==> config.mk <==
export PLATFORM = sky130hd
export DESIGN_NAME = branch_target_buffer
export DESIGN_NICKNAME = d
export VERILOG_FILES = /design/src/rtl/branch_target_buffer.sv
export SDC_FILE = /design/constraint.sdc
export NUM_CORES = 1
export LEC_CHECK = 0
export CORE_UTILIZATION = 53
export DETAILED_ROUTE_END_ITERATION = 8
export PLACE_DENSITY = 0.78
export SYNTH_ARGS = -nofsm -noshare
export SYNTH_HDL_FRONTEND = slang
export SYNTH_SLANG_ARGS = --single-unit
==> constraint.sdc <==
create_clock -name clk -period 10.3 [get_ports clk]
set_clock_uncertainty 0.2 [all_clocks]
set_input_delay 1.03 -clock clk [delete_from_list [all_inputs] [get_ports clk]]
set_output_delay 1.03 -clock clk [all_outputs]
set_load 0.1 [all_outputs]
==> src/rtl/branch_target_buffer.sv <==
// rtl/branch_target_buffer.sv - fully associative branch target buffer with saturating direction counters
// Combinational lookup for fetch; table update, flush and misprediction counting from execute.
module branch_target_buffer #(
  parameter int XLEN    = 32,
  parameter int ENTRIES = 4,
  parameter int CTR_W   = 2
) (
  input  logic                         clk,
  input  logic                         rst,
  input  logic [XLEN-1:0]              lk_pc,
  output logic                         lk_hit,
  output logic                         lk_taken,
  output logic [XLEN-1:0]              pred_pc,
  input  logic                         upd_valid,
  input  logic [XLEN-1:0]              upd_pc,
  input  logic [XLEN-1:0]              upd_target,
  input  logic                         upd_taken,
  input  logic                         upd_pred_taken,
  input  logic                         flush,
  output logic [31:0]                  mispred_cnt,
  output logic [$clog2(ENTRIES):0]     valid_cnt
);

  localparam int IDX_W = $clog2(ENTRIES);
  localparam int CNT_W = IDX_W + 1;
  localparam logic [CTR_W-1:0] CTR_MAX  = {CTR_W{1'b1}};
  localparam logic [CTR_W-1:0] CTR_WEAK = CTR_W'(1 << (CTR_W - 1));

  logic [ENTRIES-1:0] valid_q;
  logic [XLEN-1:0]    tag_q    [ENTRIES];
  logic [XLEN-1:0]    target_q [ENTRIES];
  logic [CTR_W-1:0]   ctr_q    [ENTRIES];
  logic [IDX_W-1:0]   ptr_q;

  logic               lk_found;
  logic [IDX_W-1:0]   lk_idx;
  logic               upd_found;
  logic [IDX_W-1:0]   upd_idx;
  logic               free_found;
  logic [IDX_W-1:0]   free_idx;
  logic               alloc;
  logic [IDX_W-1:0]   victim;
  logic [ENTRIES-1:0] valid_d;
  logic [CNT_W-1:0]   cnt_d;

  // Scan high to low so the lowest matching index is the one that sticks.
  always_comb begin
    lk_found   = 1'b0;
    lk_idx     = '0;
    upd_found  = 1'b0;
    upd_idx    = '0;
    free_found = 1'b0;
    free_idx   = '0;
    for (int i = ENTRIES - 1; i >= 0; i--) begin
      if (valid_q[i] && tag_q[i] == lk_pc) begin
        lk_found = 1'b1;
        lk_idx   = IDX_W'(i);
      end
      if (valid_q[i] && tag_q[i] == upd_pc) begin
        upd_found = 1'b1;
        upd_idx   = IDX_W'(i);
      end
      if (!valid_q[i]) begin
        free_found = 1'b1;
        free_idx   = IDX_W'(i);
      end
    end
  end

  always_comb begin
    lk_hit   = lk_found;
    lk_taken = lk_found && ctr_q[lk_idx][CTR_W-1];
    pred_pc  = lk_taken ? target_q[lk_idx] : lk_pc;
  end

  always_comb begin
    alloc  = upd_valid && !flush && !upd_found && upd_taken;
    victim = free_found ? free_idx : ptr_q;
  end

  always_comb begin
    valid_d = valid_q;
    if (flush) begin
      valid_d = '0;
    end else if (alloc) begin
      valid_d[victim] = 1'b1;
    end
  end

  always_comb begin
    cnt_d = '0;
    for (int i = 0; i < ENTRIES; i++) begin
      cnt_d = cnt_d + CNT_W'(valid_d[i]);
    end
  end

  always_ff @(posedge clk or posedge rst) begin
    if (rst) begin
      valid_q     <= '0;
      ptr_q       <= '0;
      mispred_cnt <= '0;
      valid_cnt   <= '0;
      for (int i = 0; i < ENTRIES; i++) begin
        tag_q[i]    <= '0;
        target_q[i] <= '0;
        ctr_q[i]    <= '0;
      end
    end else begin
      // Misprediction accounting is independent of flush and of hit/miss.
      if (upd_valid && (upd_taken != upd_pred_taken)) begin
        mispred_cnt <= mispred_cnt + 32'd1;
      end
      valid_q   <= valid_d;
      valid_cnt <= cnt_d;
      if (flush) begin
        ptr_q <= '0;
      end else if (upd_valid && upd_found) begin
        if (upd_taken) begin
          target_q[upd_idx] <= upd_target;
          if (ctr_q[upd_idx] != CTR_MAX) begin
            ctr_q[upd_idx] <= ctr_q[upd_idx] + CTR_W'(1);
          end
        end else if (ctr_q[upd_idx] != '0) begin
          ctr_q[upd_idx] <= ctr_q[upd_idx] - CTR_W'(1);
        end
      end else if (alloc) begin
        tag_q[victim]    <= upd_pc;
        target_q[victim] <= upd_target;
        ctr_q[victim]    <= CTR_WEAK;
        if (!free_found) begin
          ptr_q <= ptr_q + IDX_W'(1);
        end
      end
    end
  end

endmodule

* Word-level counts from Yosys, hierarchy flattened
Index checks and enable logic that the tools add are counted.
** Word-level totals
- Bits in registers :: 305
- Latch bits :: 0
- Memory bits (writable) :: 0
- ROM bits :: 0
- Input port bits :: 102
- Output and inout bits :: 69
- Logic and storage cells :: 144
- Memories kept :: 0
** Operators by class
- $add $sub $neg :: 7
- Multiply operators :: 0
- Div/mod/pow operators :: 0
- Order comparisons :: 7
- Eq/ne operators :: 15
- Shift-type cells :: 0
- Multiplexer cells :: 64
- Bitwise logic cells :: 9
- Reduce and logical (&&, ||, !) cells :: 26
** Operators with widths (count)
- $bwmux 128 :: 3
- $mux 128 :: 3
- $eq 32x32->1 :: 8
- $mux 32 :: 5
- $demux 32 s2 :: 2
- $bmux 32 s2 :: 1
- $mux 2 :: 23
- $mux 8 :: 5
- $add 32x1->32 const B :: 1
- $logic_and 1x1->1 :: 17
- $bwmux 8 :: 2
- $mux 1 :: 13
- $ge 3x3->1 const B :: 3
- $not 2->3 :: 3
- $reduce_and 3->1 :: 3
- $bmux 2 s2 :: 2
- $demux 2 s2 :: 2
- $mux 4 :: 2
- $ne 2x2->1 const B :: 4
- $or 4x4->4 :: 2
- $lt 3x1->1 const B :: 2
- $ne 3x2->1 const B :: 2
- $reduce_bool 2->1 :: 3
- $add 2x1->2 const B :: 2
- other kinds (13) :: 15

* Longest topological paths before layout
Gate-level depths: netlist of the first run.
- Word-level depth :: 15
- Mapped depth :: 15
- Gate-level depth less buffers :: 14

* Worst setup path after synthesis of the first run
OpenSTA, ideal clock, no wires.
- Path kind :: input to output
- From :: in lk_pc[15]
- To :: out pred_pc[10]
- Arrival :: 4.098 ns
- Required time :: 9.070 ns
- Slack :: 4.972 ns
- Stages :: 10
- Buffers on the path :: 2
- Cells stage by stage :: clkbuf_1 xnor2_1 nand4_1 or4_1 nor4b_1 a21oi_1 or4_1 o221ai_1 buf_4 mux2_1
** Between the ends
- Word-level cells in the longest chain between the ends :: 12
- Elaborated cells on any way between the ends :: 25
- Classes of those cells :: eq/ne (4); mux (15); bitwise (1); reduce/logical (5)
** RTL lines
- start: declaration :: RTL line 10 : input logic [XLEN-1:0] lk_pc,
- $eq 32x32->1 :: RTL line 55 : if (valid_q[i] && tag_q[i] == lk_pc) begin
- $logic_and 1x1->1 :: RTL line 55
- $mux 2 (4 in series) :: RTL line 55
- $not 2->3 (implied by the code) :: RTL line 72, 73
- $bmux 2 s2 :: RTL line 72 : lk_taken = lk_found && ctr_q[lk_idx][CTR_W-1];
- $mux 2 (implied by the code) (2 in series) :: RTL line 72
- $logic_and 1x1->1 :: RTL line 72
- $mux 32 * :: RTL line 73 : pred_pc = lk_taken ? target_q[lk_idx] : lk_pc;
- end: declaration :: RTL line 13 : output logic [XLEN-1:0] pred_pc,
Mark *: on every way between the ends. The rest lies on a longest branch, timed or not. The select of a mux whose other input is x is not followed.

* Worst setup path after layout of the first run
- From :: in lk_pc[2]
- To :: out pred_pc[3]
Same word-level chain as after synthesis.

==> flow_metrics.py, run 1 <==
metrics = {
    "cells_and_area": {
        "area_delta_synth_final_pct": 17.47,
        "final_common_cell": "dfrtp_1",
        "diodes": 0,
        "post-route-util_pct": 63.97,
        "instances_no_fill": 2070,
        "n_fill_cell": 2460,
        "fin_nets": 1719,
        "layout_common_cells": "dfrtp_1 (305), mux2_2 (191), clkdlybuf4s50_1 (170)",
        "drive_above_1_share_pct": 18.84,
    },
    "cts": {
        "cts_max_level": 2,
        "cts_resized": 0,
        "cts_tree": "built",
        "clockBufferDepth": 3,
        "cts_buffers": 35,
        "clk_pin_slew_worst_paths_ps": 60,
        "cts_hold_buf": 0,
        "post_cts_buffers": 0,
        "cts_sinks": 305,
        "clk_latency_ps": 520,
        "clock-root-buffer": "clkbuf_16",
    },
    "floorplanning": {
        "die_h_um": 183.2,
        "die_w_um": 183.2,
        "start_util_pct": 54.46,
        "core-area_um2": 31960,
        "rows": 65,
        "io-pin-count": 171,
        "die_area_um2": 33570,
    },
    "detailed_routing": {
        "ant_nets": 0,
        "drc": 0,
        "vias": 12450,
        "detail_route.wl_per_cell_um": 26.02,
        "vias_per_cell": 6.016,
        "drtIter0Drc": 980,
        "wl_um": 53860,
        "drtPass1Iterations": 7,
    },
    "run": {
        "cap_violations": 0,
    },
    "synth": {
        "syn_inst": 1495,
        "avgSynthCellArea_um2": 11.64,
        "synthFlopType": "dfrtp_1",
        "yosys_register_bits": 305,
        "syn_area_um2": 17410,
        "ys_async_sr_fraction_pct": 100.0,
        "synth-edff-count": 0,
        "yosysWarningCount": 0,
        "synth_seq_area_share_pct": 43.85,
        "synthDistinctLibCells": 61,
        "syn_nets": 1603,
    },
    "timing": {
        "slew_viol_final": 0,
        "worstMarginPinSlew_ps": 1023,
        "fmax_mhz": 129.4,
        "finalSetupTns_ps": 0,
        "setup_viol": 0,
        "finalCritPeriodShare_pct": 75.03,
        "slew_headroom_pct": 31.62,
        "hold_violations": 0,
        "finalCriticalPeriod_ps": 7728,
        "layout_setup_ws_ps": 2572,
        "rsz0062_at_grt": "false",
    },
    "setup_path": {
        "r2r_cells": 13,
        "timing.rr.start": "tag_q[126]$_DFFE_PP0P_",
        "startpoint_type": "primary input",
        "crit_path_end_kind": "primary output",
        "critPathLaunch": "lk_pc[2]",
        "cp.required_ps": 9070,
        "crit_fanout": 40,
        "path_class": "in2out",
        "worstPathArrival_ps": 6500,
    },
    "pwr": {
        "p_sw_uw": 1091,
        "p_comb_share_pct": 22.6,
        "clockPowerShare_pct": 35.1,
        "p_int_uw": 2366,
        "p_seq_share_pct": 42.4,
        "power.density_nw_per_um2": 169.1,
        "vdd_drop_max_mv": 0.1371,
        "sw_frac_of_total_pct": 31.55,
        "p_leak_uw": 0.008602,
    },
    "global_route": {
        "grt_antenna_before_repair": 0,
        "grt.total_usage_pct": 32.79,
        "grt.overflow.total": 0,
        "grt_pass1_vias": 12470,
        "grt_start_max_net_pins": 141,
        "grt_pass1_wl_um": 80920,
    },
    "placed_design": {
        "post-place-ws_ps": 2678,
        "hpwl_um": 40690,
        "numPortBuffers": 170,
        "placed_cells": 2009,
        "place.gp.congestion": 1.061,
    },
    "status": {
        "outcome": "complete, no violations",
    },
    "min_path": {
        "hold_path.class": "reg2reg",
        "min_from": "mispred_cnt[31]$_DFFE_PP0P_",
        "hold_depth": 1,
    },
}
[cells in the mapped netlist, types with 17 or more instances]
cell      count  area, um^2
xnor2_1     164        1436
mux2_1       64       720.7
inv_1        27       101.4
nand2b_1     17       106.4
nand2_1      44       165.2
mux2_4       30       450.4
dfrtp_1     305        7632
clkbuf_1     70       262.8
nor2_1       34       127.6
mux2i_1     103        1031
nand4_1      75       469.2
nand3_1      36       180.2
nor4_1       54       337.8
buf_2        20       100.1
mux2_2      191        2151
xor2_1      115        1007
[final cells by class]
| type | count | area, um^2 | share of cell area [%] |
|---|---|---|---|
| Multi-Input combinational cell | 1055 | 9216 | 45.08 |
| Inverter | 27 | 108.9 | 0.5324 |
| Sequential cell | 305 | 7632 | 37.33 |
| Tap cell | 435 | 544.3 | 2.662 |
| Timing Repair Buffer | 187 | 1829 | 8.947 |
| Clock buffer | 56 | 1055 | 5.159 |
| Clock inverter | 5 | 60.06 | 0.2937 |
[worst max-delay path, cell delays in order]
cell and delay [ps]:
clkdlybuf4s50_1 760, xnor2_1 440, nor4b_1 340, nand4_1 130, or4_1 680, a211oi_4 240
buf_4 450, buf_4 670, mux2i_1 330, mux2i_1 100, mux2_1 320, clkdlybuf4s50_1 980
[through the flow]
stage | power, uW | instance area, um^2 | hold WS (ps)
floorplan | 1981 | 17410 | 255.8
global placement | 2237 | 19330 | 265.3
detailed placement | 2248 | 19330 | 269.6
CTS | 3465 | 20450 | 281.5
global route | 3584 | 20450 | 295.1
finish | 3457 | 20450 | 280.6
[power by group through the flow]
stage	sequential (uW)	clock, uW	combinational [uW]
2_1_floorplan	1510	0	467
3_3_place_gp	1470	0	765
3_5_place_dp	1480	0	771
4_1_cts	1460	1230	775
5_1_grt	1480	1280	825
6_report	1460	1210	780
[worst paths after layout]
kind	endpoint	slack [ps]
max reg2reg	ctr_q[4]$_DFFE_PP0P_	5630
min	mispred_cnt[31]$_DFFE_PP0P_	280
min in group asynchronous	target_q[112]$_DFFE_PP0P_	900
min reg2reg	mispred_cnt[31]$_DFFE_PP0P_	280
max	pred_pc[3]	2570
max in group asynchronous	ctr_q[4]$_DFFE_PP0P_	7100
[flip-flops by register name, summed over array words and instances (netlist names)]
signal       cells
valid_q          4
valid_cnt        3
ctr_q            8
ptr_q            2
tag_q          128
target_q       128
mispred_cnt     32
[metal layers]
| layer | vias up | GRT usage (%) | wire, um |
|---|---|---|---|
| li1 | 5542 | - | - |
| met1 | 6288 | 46.17 | 23650 |
| met2 | 525 | 50.95 | 24140 |
| met3 | 99 | 5.143 | 3988 |
| met4 | 0 | 12.47 | 2080 |
| met5 | - | 0 | 0 |
[kinds of logic after synthesis]
group           synth area share, %
mux                           25.01
compound gates                1.869
flops                         43.85
simple gates                  11.02
buf+inv                       3.551
fa+ha+maj                    0.4744
xor+xnor                      14.23
Note: power is estimated with default switching activity, not from simulation.
==> inputs of run 2 (changes only) <==
- CORE_UTILIZATION: 53 -> 58
- PLACE_DENSITY: 0.78 -> 0.81
- clock period: 10.3 -> 7.7 ns (I/O delays scaled with it)
==> run 2 against run 1 <==
Via count up 1.2%. Highest routed layer unchanged. Design area down 0.21%. Setup slack worse by 1200 ps. Count of clock-buffer cells in the layout down 4. Non-clock buffer count up 5. Register-to-register slack worse by 2800 ps. Final cell count down 1.9%. Clock power up 40%. Sequential power up 34%. Combinational power up 33%. Core utilization up 5.1 points. First-iteration DRC count up 27%. Largest cell class unchanged.
==> flow_metrics.py, run 2 (synthesized netlist as in run 1, its figures left out) <==
metrics = {
    "pwr": {
        "p_sw_uw": 1478,
        "p_leak_uw": 0.008672,
        "power.density_nw_per_um2": 230.4,
        "p_seq_share_pct": 41.7,
        "p_int_uw": 3222,
        "totalPowerFinal_uw": 4700,
        "p_comb_share_pct": 22.2,
        "vdd_drop_max_mv": 0.1870,
        "sw_frac_of_total_pct": 31.45,
        "clockPowerShare_pct": 36.1,
    },
    "global_route": {
        "grt.overflow.total": 0,
        "grt_antenna_before_repair": 0,
        "grt_pass1_wl_um": 81650,
        "grt_start_max_net_pins": 186,
        "grt.total_usage_pct": 36.18,
        "grt_pass1_vias": 12680,
    },
    "cells_and_area": {
        "stdcell_area_um2": 20400,
        "area_delta_synth_final_pct": 17.22,
        "top_regs": "tag_q: 128 flops, target_q: 128 flops, mispred_cnt: 32 flops",
        "diodes": 0,
        "final_common_cell": "dfrtp_1",
        "drive_above_1_share_pct": 21.10,
        "fin_nets": 1723,
        "layout_common_cells": "dfrtp_1 (305), mux2_2 (191), xnor2_1 (164)",
    },
    "floorplanning": {
        "core-area_um2": 29560,
        "die_w_um": 175.2,
        "die_area_um2": 30710,
        "rows": 63,
        "io-pin-count": 171,
        "start_util_pct": 58.88,
        "die_h_um": 175.2,
    },
    "detailed_routing": {
        "ant_nets": 0,
        "drc": 0,
        "detail_route.wl_per_cell_um": 26.92,
        "drtPass1Iterations": 5,
        "wl_um": 54640,
        "vias": 12610,
        "drtIter0Drc": 1244,
        "vias_per_cell": 6.210,
    },
    "placed_design": {
        "place.gp.congestion": 1.026,
        "hpwl_um": 41130,
        "dpl_cell_area_um2": 19240,
        "numPortBuffers": 170,
    },
    "setup_path": {
        "worstPathArrival_ps": 5350,
        "path_cells": "clkdlybuf4s50_1 > xnor2_1 > nand4_1 > or4_1 > nor4b_1 > a211oi_4 > buf_4 > or2_2 > o221ai_4 > buf_4 > mux2_1 > buf_4",
        "cp_common_cell": "buf_4",
        "cp_slowest_cell": "nor4b_1",
        "cp.required_ps": 6730,
        "crit_path_end_kind": "primary output",
        "cpPeakStageDelay_ps": 710,
        "startpoint_type": "primary input",
        "crit_fanout": 20,
        "path_class": "in2out",
    },
    "run": {
        "cap_violations": 0,
    },
    "timing": {
        "slew_headroom_pct": 10.18,
        "slew_viol_final": 0,
        "finalSetupTns_ps": 0,
        "fmax_mhz": 158.3,
        "setup_viol": 0,
        "finalCriticalPeriod_ps": 6317,
        "rsz0062_at_grt": "false",
        "finalCritPeriodShare_pct": 82.04,
        "worstMarginPinSlew_ps": 1341,
        "hold_violations": 0,
    },
    "cts": {
        "post_cts_buffers": 0,
        "cts_tree": "built",
        "clk_latency_ps": 520,
        "cts_resized": 0,
        "clock-root-buffer": "clkbuf_16",
        "cts_sinks": 305,
        "clockBufferDepth": 3,
        "cts_max_level": 2,
        "cts_hold_buf": 0,
        "clk_pin_slew_worst_paths_ps": 60,
        "cts_buffers": 34,
    },
    "min_path": {
        "hold_path.class": "reg2reg",
    },
    "status": {
        "outcome": "complete, no violations",
    },
}
run 2: cell types whose count changed in the layout (fill, tap and decap cells not counted), sizes merged:
cell           delta
buf              +37
clkdlybuf4s50    -32
inv               -1
clkbuf            -4
clkinvlp          +2
bufinv            +2
clkinv            +1
run 2: layout make-up:
type | count | area (um^2)
Clock inverter | 9 | 128.9
Timing Repair Buffer | 192 | 1799
Fill cell | 2257 | 9158
Tap cell | 390 | 488.0
Inverter | 27 | 105.1
Sequential cell | 305 | 7632
Clock buffer | 52 | 1032
Multi-Input combinational cell | 1055 | 9216
run 2: critical path, delay by kind of cell:
kind	cells	cell delay, ps
buf+inv	4	1480
xor+xnor	1	450
simple gates	4	1730
mux	1	380
compound gates	2	510
run 2: power by group through the flow:
stage,sequential [uW],combinational (uW),clock [uW]
2_1_floorplan,2030,625,0
3_3_place_gp,1970,1020,0
3_5_place_dp,1980,1030,0
4_1_cts,1950,1040,1710
5_1_grt,1970,1100,1770
6_report,1960,1040,1700
run 2: final timing paths:
check | start | end | slack [ps] | depth (start not counted)
max | lk_pc[13] | pred_pc[2] | 1380 | 12
min | target_q[75]$_DFFE_PP0P_ | target_q[75]$_DFFE_PP0P_ | 290 | 1
max reg2reg | tag_q[120]$_DFFE_PP0P_ | ctr_q[4]$_DFFE_PP0P_ | 2840 | 12
min reg2reg | target_q[75]$_DFFE_PP0P_ | target_q[75]$_DFFE_PP0P_ | 290 | 1
max in group asynchronous | rst | tag_q[125]$_DFFE_PP0P_ | 5220 | 4
min in group asynchronous | rst | target_q[50]$_DFFE_PP0P_ | 600 | 3
run 2: per-stage QoR:
| stage | worst slack (ps) | utilization (%) | instances | hold WS [ps] |
|---|---|---|---|---|
| final | 1383 | 69.02 | 2030 | 285.9 |
| after global routing | 1178 | 69.02 | 2030 | 296.2 |
| after CTS | 1389 | 69.02 | 2030 | 288.6 |
| after detailed placement | 1409 | 65.09 | 1969 | 276.2 |
| after global placement | 1467 | 65.09 | 1969 | 265.8 |
| after floorplan | 2673 | - | 1495 | 255.8 |
run 2: per-layer routing:
metal	track usage, %	vias up	wire length (um)
met2	56.81	565	24960
met4	11.30	0	1733
met1	50.88	6386	23360
met5	0	-	0
li1	-	5553	-
met3	6.614	102	4586
